### config.mk
export PLATFORM = sky130hd
export DESIGN_NAME = uart_rx
export DESIGN_NICKNAME = d
export VERILOG_FILES = /design/src/rtl/uart_rx_pkg.sv /design/src/rtl/uart_rx_sync.sv /design/src/rtl/uart_rx.sv
export SDC_FILE = /design/constraint.sdc
export NUM_CORES = 1
export LEC_CHECK = 0
export BUFFER_PORTS_ARGS = -buffer_cell sky130_fd_sc_hd__buf_2
export CAP_MARGIN = 0
export CORE_AREA = 4 4 62 64
export CTS_BUF_LIST = sky130_fd_sc_hd__clkbuf_4 sky130_fd_sc_hd__clkbuf_8 sky130_fd_sc_hd__clkbuf_16
export DETAILED_ROUTE_END_ITERATION = 8
export DIE_AREA = 0 0 66 68
export GPL_TIMING_DRIVEN = 0
export PLACE_DENSITY = 0.73
export SETUP_SLACK_MARGIN = 0.02
export SYNTH_ARGS = -nofsm -noshare
export SYNTH_HDL_FRONTEND = slang
export SYNTH_SLANG_ARGS = --single-unit
export TNS_END_PERCENT = 20
### constraint.sdc
create_clock -name clk -period 2.45 [get_ports clk]
set_input_delay 0 -clock clk [delete_from_list [all_inputs] [get_ports clk]]
set_output_delay 0 -clock clk [all_outputs]
set_load 0.1 [all_outputs]
### src/rtl/uart_rx_pkg.sv
// Shared UART definitions: receiver/transmitter state encoding and default bit timing.
// Reused by the transmitter so both ends agree on baud and state numbering.
package uart_defs;

  localparam int CLKS_PER_BIT_DEFAULT = 217;

  typedef enum logic [2:0] {
    IDLE       = 3'd0,
    START_BIT  = 3'd1,
    DATA_BITS  = 3'd2,
    STOP_BIT   = 3'd3,
    BREAK_WAIT = 3'd4
  } uart_state_e;

endpackage

### src/rtl/uart_rx_sync.sv
// Two-flop synchroniser for an asynchronous single-bit input.
// Reset value is a parameter so an idle-high line comes out of reset idle.
module sync_2ff #(
  parameter logic RST_VAL = 1'b1
) (
  input  logic clk,
  input  logic rst_n,
  input  logic d_i,
  output logic q_o
);

  logic meta_q;
  logic sync_q;

  always_ff @(posedge clk) begin
    if (!rst_n) begin
      meta_q <= RST_VAL;
      sync_q <= RST_VAL;
    end else begin
      meta_q <= d_i;
      sync_q <= meta_q;
    end
  end

  assign q_o = sync_q;

endmodule

### src/rtl/uart_rx.sv
// 8N1 UART receiver: mid-bit sampling, LSB-first, framing-error and break detection.
// rx_byte only changes on a good frame; rx_dv/rx_frame_err are one-cycle pulses.
module uart_rx
  import uart_defs::*;
#(
  parameter int CLKS_PER_BIT = CLKS_PER_BIT_DEFAULT
) (
  input  logic       clk,
  input  logic       rst_n,
  input  logic       rx_serial,
  output logic       rx_dv,
  output logic [7:0] rx_byte,
  output logic       rx_active,
  output logic       rx_frame_err
);

  localparam int CW = $clog2(CLKS_PER_BIT) + 1;
  localparam int HALF = (CLKS_PER_BIT - 1) / 2;
  localparam logic [CW-1:0] HALF_C = CW'(HALF);
  localparam logic [CW-1:0] LAST_C = CW'(CLKS_PER_BIT - 1);
  localparam logic [CW-1:0] ONE_C = CW'(1);

  logic rx_sync;

  sync_2ff #(
    .RST_VAL(1'b1)
  ) u_sync (
    .clk  (clk),
    .rst_n(rst_n),
    .d_i  (rx_serial),
    .q_o  (rx_sync)
  );

  uart_state_e   state_q;
  logic [CW-1:0] cnt_q;
  logic [2:0]    idx_q;
  logic [7:0]    shift_q;
  logic [7:0]    byte_q;
  logic          dv_q;
  logic          ferr_q;
  logic          active_q;

  always_ff @(posedge clk) begin
    if (!rst_n) begin
      state_q  <= IDLE;
      cnt_q    <= '0;
      idx_q    <= '0;
      shift_q  <= '0;
      byte_q   <= '0;
      dv_q     <= 1'b0;
      ferr_q   <= 1'b0;
      active_q <= 1'b0;
    end else begin
      dv_q   <= 1'b0;
      ferr_q <= 1'b0;
      unique case (state_q)
        IDLE: begin
          cnt_q <= '0;
          idx_q <= '0;
          if (!rx_sync) begin
            state_q  <= START_BIT;
            active_q <= 1'b1;
          end
        end
        START_BIT: begin
          if (cnt_q == HALF_C) begin
            cnt_q <= '0;
            if (!rx_sync) begin
              state_q <= DATA_BITS;
            end else begin
              // too short to be a real start bit
              state_q  <= IDLE;
              active_q <= 1'b0;
            end
          end else begin
            cnt_q <= cnt_q + ONE_C;
          end
        end
        DATA_BITS: begin
          if (cnt_q == LAST_C) begin
            cnt_q          <= '0;
            shift_q[idx_q] <= rx_sync;
            if (idx_q == 3'd7) begin
              state_q <= STOP_BIT;
            end else begin
              idx_q <= idx_q + 3'd1;
            end
          end else begin
            cnt_q <= cnt_q + ONE_C;
          end
        end
        STOP_BIT: begin
          if (cnt_q == LAST_C) begin
            cnt_q <= '0;
            if (rx_sync) begin
              byte_q   <= shift_q;
              dv_q     <= 1'b1;
              state_q  <= IDLE;
              active_q <= 1'b0;
            end else begin
              ferr_q  <= 1'b1;
              state_q <= BREAK_WAIT;
            end
          end else begin
            cnt_q <= cnt_q + ONE_C;
          end
        end
        BREAK_WAIT: begin
          if (rx_sync) begin
            state_q  <= IDLE;
            active_q <= 1'b0;
          end
        end
        default: begin
          state_q  <= IDLE;
          cnt_q    <= '0;
          idx_q    <= '0;
          active_q <= 1'b0;
        end
      endcase
    end
  end

  assign rx_dv        = dv_q;
  assign rx_byte      = byte_q;
  assign rx_active    = active_q;
  assign rx_frame_err = ferr_q;

endmodule

==> Yosys cells after proc, flatten, opt, wreduce, memory -nomap -nowiden <==
Index checks and enable logic that the tools add are counted.
{ "word_totals": {"reg_bits": 36, "input_bits": 3, "output_inout_bits": 11, "elab_cells": 65} }
{ "classes": {"n_addsub": 2, "order_cmp": 2, "n_eq_ne": 14, "n_mux": 25, "bitwise": 2, "reduce_logical": 10} }
{ "ops": {"columns": ["op", "n"], "rows": [
  ["two-way mux 3 bit", 9],
  ["one-hot mux 9 bit (3 select lines)", 1],
  ["two-way mux 9 bit", 2],
  ["one-hot mux 3 bit (5 select lines)", 1],
  ["!= test 2 bit, second input constant", 6],
  ["adder 9 x 1 -> 9 bit, second input constant", 1],
  ["equality test 9 x 7 -> 1 bit, second input constant", 1],
  ["equality test 9 x 8 -> 1 bit, second input constant", 1],
  ["AND reduction 3 bit", 3],
  ["bitwise mux 8 bit", 1],
  ["two-way mux 1 bit", 7],
  ["equality test 3 x 2 -> 1 bit, second input constant", 2],
  ["equality test 3 bit, second input constant", 2],
  ["one-hot mux 3 bit (2 select lines)", 1],
  ["AND reduction 6 bit", 1],
  ["one-hot mux 1 bit (5 select lines)", 1],
  ["less-than comparator 3 x 4 -> 1 bit, second input constant", 1],
  ["AND reduction 4 bit", 1],
  ["adder 3 x 1 -> 3 bit, second input constant", 1],
  ["demux 1 bit (select 3 bit)", 1],
  ["equality test 3 x 1 -> 1 bit, second input constant", 1],
  ["greater-or-equal comparator 3 x 1 -> 1 bit, second input constant", 1],
  ["logical NOT 3 bit", 1],
  ["OR reduction 3 bit", 1],
  ["6 further kinds", 7]
]} }

==> Depth between registers and ports, before layout <==
{ "depth": {"ltp_word": 5, "mapped_depth": 7} }

==> Cells and area by module <==
From an unflattened synthesis, not the netlist that was laid out.
{ "hier_totals": {"cells_unflattened": 210, "area_unflattened_um2": 1901.8} }
{ "modules_own_cells": {"columns": ["mod", "instances", "cells_each", "area_each_um2", "seq_area_each_um2"], "rows": [
  ["uart_rx", 1, 206, 1849.3, 680.7],
  ["sync_2ff", 1, 4, 52.6, 40.0]
]} }

==> Worst setup path after synthesis <==
No wires, ideal clock.
{ "synth_timing": {"path_kind": "register to register", "from": "register cnt_q[0]", "to": "register cnt_q[8]", "arrival_time_ns": 1.653, "required_ns": 2.323, "path_slack_ns": 0.670, "stages_incl_launch_ff": 8, "n_path_buf": 1, "synth_period_minus_slack_ns": 1.780, "cell_sequence": "dfxtp_1 -> inv_1 -> ha_1 -> or4b_1 -> o211a_1 -> buf_2 -> o211ai_1 -> nand3_1"} }
{ "synth_via": {"elab_chain_len": 3, "word_cells_on_any_way": 6, "classes_between": "1 x add/sub; 2 x eq/ne; 3 x mux"} }
{ "synth_rtl": {"columns": ["element", "line", "rtl"], "rows": [
  ["start, declared", "uart_rx.sv:35", "logic [CW-1:0] cnt_q;"],
  ["start signal, assigned", "uart_rx.sv:76", "cnt_q <= cnt_q + ONE_C;"],
  ["start signal, assigned", "uart_rx.sv:89", "cnt_q <= cnt_q + ONE_C;"],
  ["start signal, assigned", "uart_rx.sv:105", "cnt_q <= cnt_q + ONE_C;"],
  ["adder 9 x 1 -> 9 bit, or another cell as far along", "uart_rx.sv:76, uart_rx.sv:89, uart_rx.sv:105", null],
  ["two-way mux 9 bit, on equally long branches", "uart_rx.sv:80, uart_rx.sv:93, uart_rx.sv:66", null],
  ["one-hot mux 9 bit (3 select lines) (*)", "uart_rx.sv:56", "unique case (state_q)"]
]} }
Mark *: on every way between the ends. The rest lies on a longest branch, timed or not.
A chain may end at the register's enable or synchronous reset.

==> Worst setup path after layout <==
{ "layout_timing": {"from": "register cnt_q[0]", "to": "register cnt_q[6]"} }
Same word-level chain as after synthesis.

==> impl_metrics.ini <==
[status]
run_status = completed

[synthesis]
netlist_instances = 200
yosys.area.top_type = sky130_fd_sc_hd__dfxtp_1
synth-async-reset-ratio = 0
syn-num-nets = 207
synth_top_area_frac = 0.404
synth-edff-count = 0
yosysWarnings = 0
post_synth_instance_area_um2 = 1780
ys_seq_area_frac = 0.404
post_synth_main_area_contributors = sky130_fd_sc_hd__dfxtp_1, sky130_fd_sc_hd__mux2i_1, sky130_fd_sc_hd__nand2_1
synth-seq-cells = 36
synth-main-ff-cell = sky130_fd_sc_hd__dfxtp_1
syn_avg_cell_area_um2 = 8.91
ys_types = 45

[global_routing]
remaining_global_route_overflow = 0
grt_pass1_wl_um = 6460
first_global_vias = 1426
grt_antenna_before_repair = 0
globalRouteTotalUtil = 0.191
grt_start_max_net_pins = 13

[route]
detail-route-antenna-nets = 0
post_drt_via_cell_ratio = 5.78
per_cell_routed_wire_length_um = 14.4
drt_pre_antenna_iters = 4
routed-via-count = 1549
drt_iter0_markers = 106
remaining_drc_errors = 0
drt_wl_total_um = 3860

[layout]
final_common_cell = sky130_fd_sc_hd__dfxtp_1
fin_util = 0.608
nets = 228
area.growth.synth_to_final_pct = 11.9
fill_cells = 306
highest_count_cells_in_the_layout_ignoring_fill_and_taps = sky130_fd_sc_hd__dfxtp_1, sky130_fd_sc_hd__nand2_1, sky130_fd_sc_hd__buf_2, sky130_fd_sc_hd__mux2i_1
final-seq-area_um2 = 721
final_layout_size_suffix_gt1_frac = 0.126
insertedDiodeCount = 0
area_of_the_multi_input_gates_um2 = 987

[clock_tree]
cts_clk_pin_slew_worst_paths_ns = 0.11
tritoncts_buffers = 5
clock-sinks = 36
worst_skew_pair.late_latency_ns = 0.35
post_cts.repair.setup_buffers = 0
clock_root_cell = sky130_fd_sc_hd__clkbuf_4
maximum_number_of_buffers_from_clock_root_to_sink = 2
htree_levels = 2
cts_tree = built

[sta]
fin_hold_ws_ns = 0.141
timing.fmax_mhz = 507
setup_violating_endpoint_count_in_the_final_report = 0
layout_setup_ws_ns = 0.478
pins_over_slew_limit = 0
slew-limit-headroom = 0.590
setup_total_negative_slack_ns = 0
layout_min_cycle_time_ns = 1.97
unrepaired_setup_endpoints_after_global_routing = false
hold_viol_final = 0
tightest_slew_ns = 0.611
fin_skew_ns = 0.0153
period_share = 0.805

[floorplan]
start_util = 0.543
placement_rows = 21
die-area_um2 = 4490
dieHeight_um = 68
design.core.area_um2 = 3280
die_width_um = 66
io_pins = 14

[hold_path]
worstHoldPathType = in2reg
min-delay-start = rst_n
min_delay_path_depth = 3
min_to = u_sync.meta_q

[power]
power_mw = 1.06
p_per_area_nw_per_um2 = 529
worst_ir_drop_vdd_mv = 0.286
power_leakage_nw = 0.839

[placed_design]
pre_cts_ws_ns = 0.492
dp_hpwl_um = 2840
gp_congestion = 0.852
input_output_buffers = 13

[worst_setup_path]
timing.critical_path.required_ns = 2.69
rrSetupSlack_ns = 0.48
worstReg2RegStart = cnt_q[0]
rr_endpoint = cnt_q[6]
cp-end-kind = flip-flop
reg2regPathDepth = 7
worstPathMaxFanout = 10
timing_worst_setup_path_type = reg2reg
timing.critical_path.from_type = flip-flop
worst-endpoint-arrival_ns = 2.21

[flow_run]
max_cap_violations = 0
[final cells by class]
class / count / area share
Sequential cell: 36 / 0.361
Clock inverter: 3 / 0.0213
Multi-Input combinational cell: 145 / 0.495
Clock buffer: 5 / 0.0188
Inverter: 7 / 0.0132
Timing Repair Buffer: 14 / 0.0376
Tap cell: 46 / 0.0288
Buffer: 12 / 0.0245
[power by group]
group	switching (mW)	internal [mW]	total, mW
logic	0.0320	0.0144	0.0464
registers	0.00192	0.588	0.590
clock network	0.207	0.213	0.419
total	0.241	0.815	1.06
[worst max-delay path by stage]
| stage | endpoint | start | cells after the start |
|---|---|---|---|
| finish | cnt_q[6] | cnt_q[0] | 7 |
| CTS | cnt_q[6] | cnt_q[0] | 7 |
| floorplan | cnt_q[8] | cnt_q[0] | 7 |
| detailed placement | shift_q[2] | cnt_q[0] | 6 |
| global route | shift_q[2] | cnt_q[0] | 6 |
| global placement | cnt_q[5] | cnt_q[0] | 7 |
[sequential cells by signal, indices dropped and copies added, names as in the netlist]
name and flops:
idx_q 3, cnt_q 9, shift_q 8, rx_dv 1, u_sync.meta_q 1, rx_byte 8
rx_frame_err 1, rx_active 1, state_q 3, u_sync.q_o 1
[worst max-delay path, cell delays in order (launching register included)]
cell and delay, ns:
sky130_fd_sc_hd__dfxtp_1 0.37, sky130_fd_sc_hd__inv_1 0.07, sky130_fd_sc_hd__ha_1 0.19, sky130_fd_sc_hd__or4b_1 0.46
sky130_fd_sc_hd__o211a_1 0.28, sky130_fd_sc_hd__buf_2 0.20, sky130_fd_sc_hd__o211ai_1 0.19, sky130_fd_sc_hd__nand3_1 0.10
[timing repair]
item                                   CTS  global route
hold buffers                             1             0
resized for setup                        0             0
endpoints found under the hold margin    1             0
[metrics by stage]
stage                     std cells  area [um^2]
final                           268         2000
after global routing            268         2000
after CTS                       268         2000
after detailed placement        259         1910
after global placement          259         1910
after floorplan                 200         1780
[kinds of logic after synthesis]
logic type / count (synthesis) / share of synthesized area
fa+ha+maj: 4 / 0.0281
buf+inv: 19 / 0.0421
compound gates: 38 / 0.160
simple gates: 87 / 0.275
mux: 16 / 0.0905
flops: 36 / 0.404
[cell usage after synthesis, types with 2 or more instances]
cell,n
sky130_fd_sc_hd__nand3_1,11
sky130_fd_sc_hd__nor2_1,5
sky130_fd_sc_hd__nor3b_1,2
sky130_fd_sc_hd__nand2b_1,3
sky130_fd_sc_hd__and2_1,2
sky130_fd_sc_hd__o21ai_0,5
sky130_fd_sc_hd__nand2_1,25
sky130_fd_sc_hd__nor4_1,4
sky130_fd_sc_hd__dfxtp_1,36
sky130_fd_sc_hd__nor3_1,6
sky130_fd_sc_hd__or3_1,2
sky130_fd_sc_hd__inv_1,7
sky130_fd_sc_hd__o211ai_1,12
sky130_fd_sc_hd__and4_1,4
sky130_fd_sc_hd__nor2b_1,12
sky130_fd_sc_hd__o311ai_0,2
sky130_fd_sc_hd__o21a_1,3
sky130_fd_sc_hd__clkbuf_1,8
sky130_fd_sc_hd__nand4_1,3
sky130_fd_sc_hd__mux2i_1,15
sky130_fd_sc_hd__a31oi_1,3
sky130_fd_sc_hd__buf_2,3
sky130_fd_sc_hd__ha_1,4
sky130_fd_sc_hd__a22o_1,2
[metal layers]
metal | vias up | global-route usage | routed length, um
li1 | 783 | - | -
met1 | 738 | 0.211 | 1680
met2 | 21 | 0.353 | 2000
met3 | 7 | 0.0493 | 126
met4 | 0 | 0.0685 | 55
met5 | - | 0 | 0
Note: power is estimated with default switching activity, not from simulation.
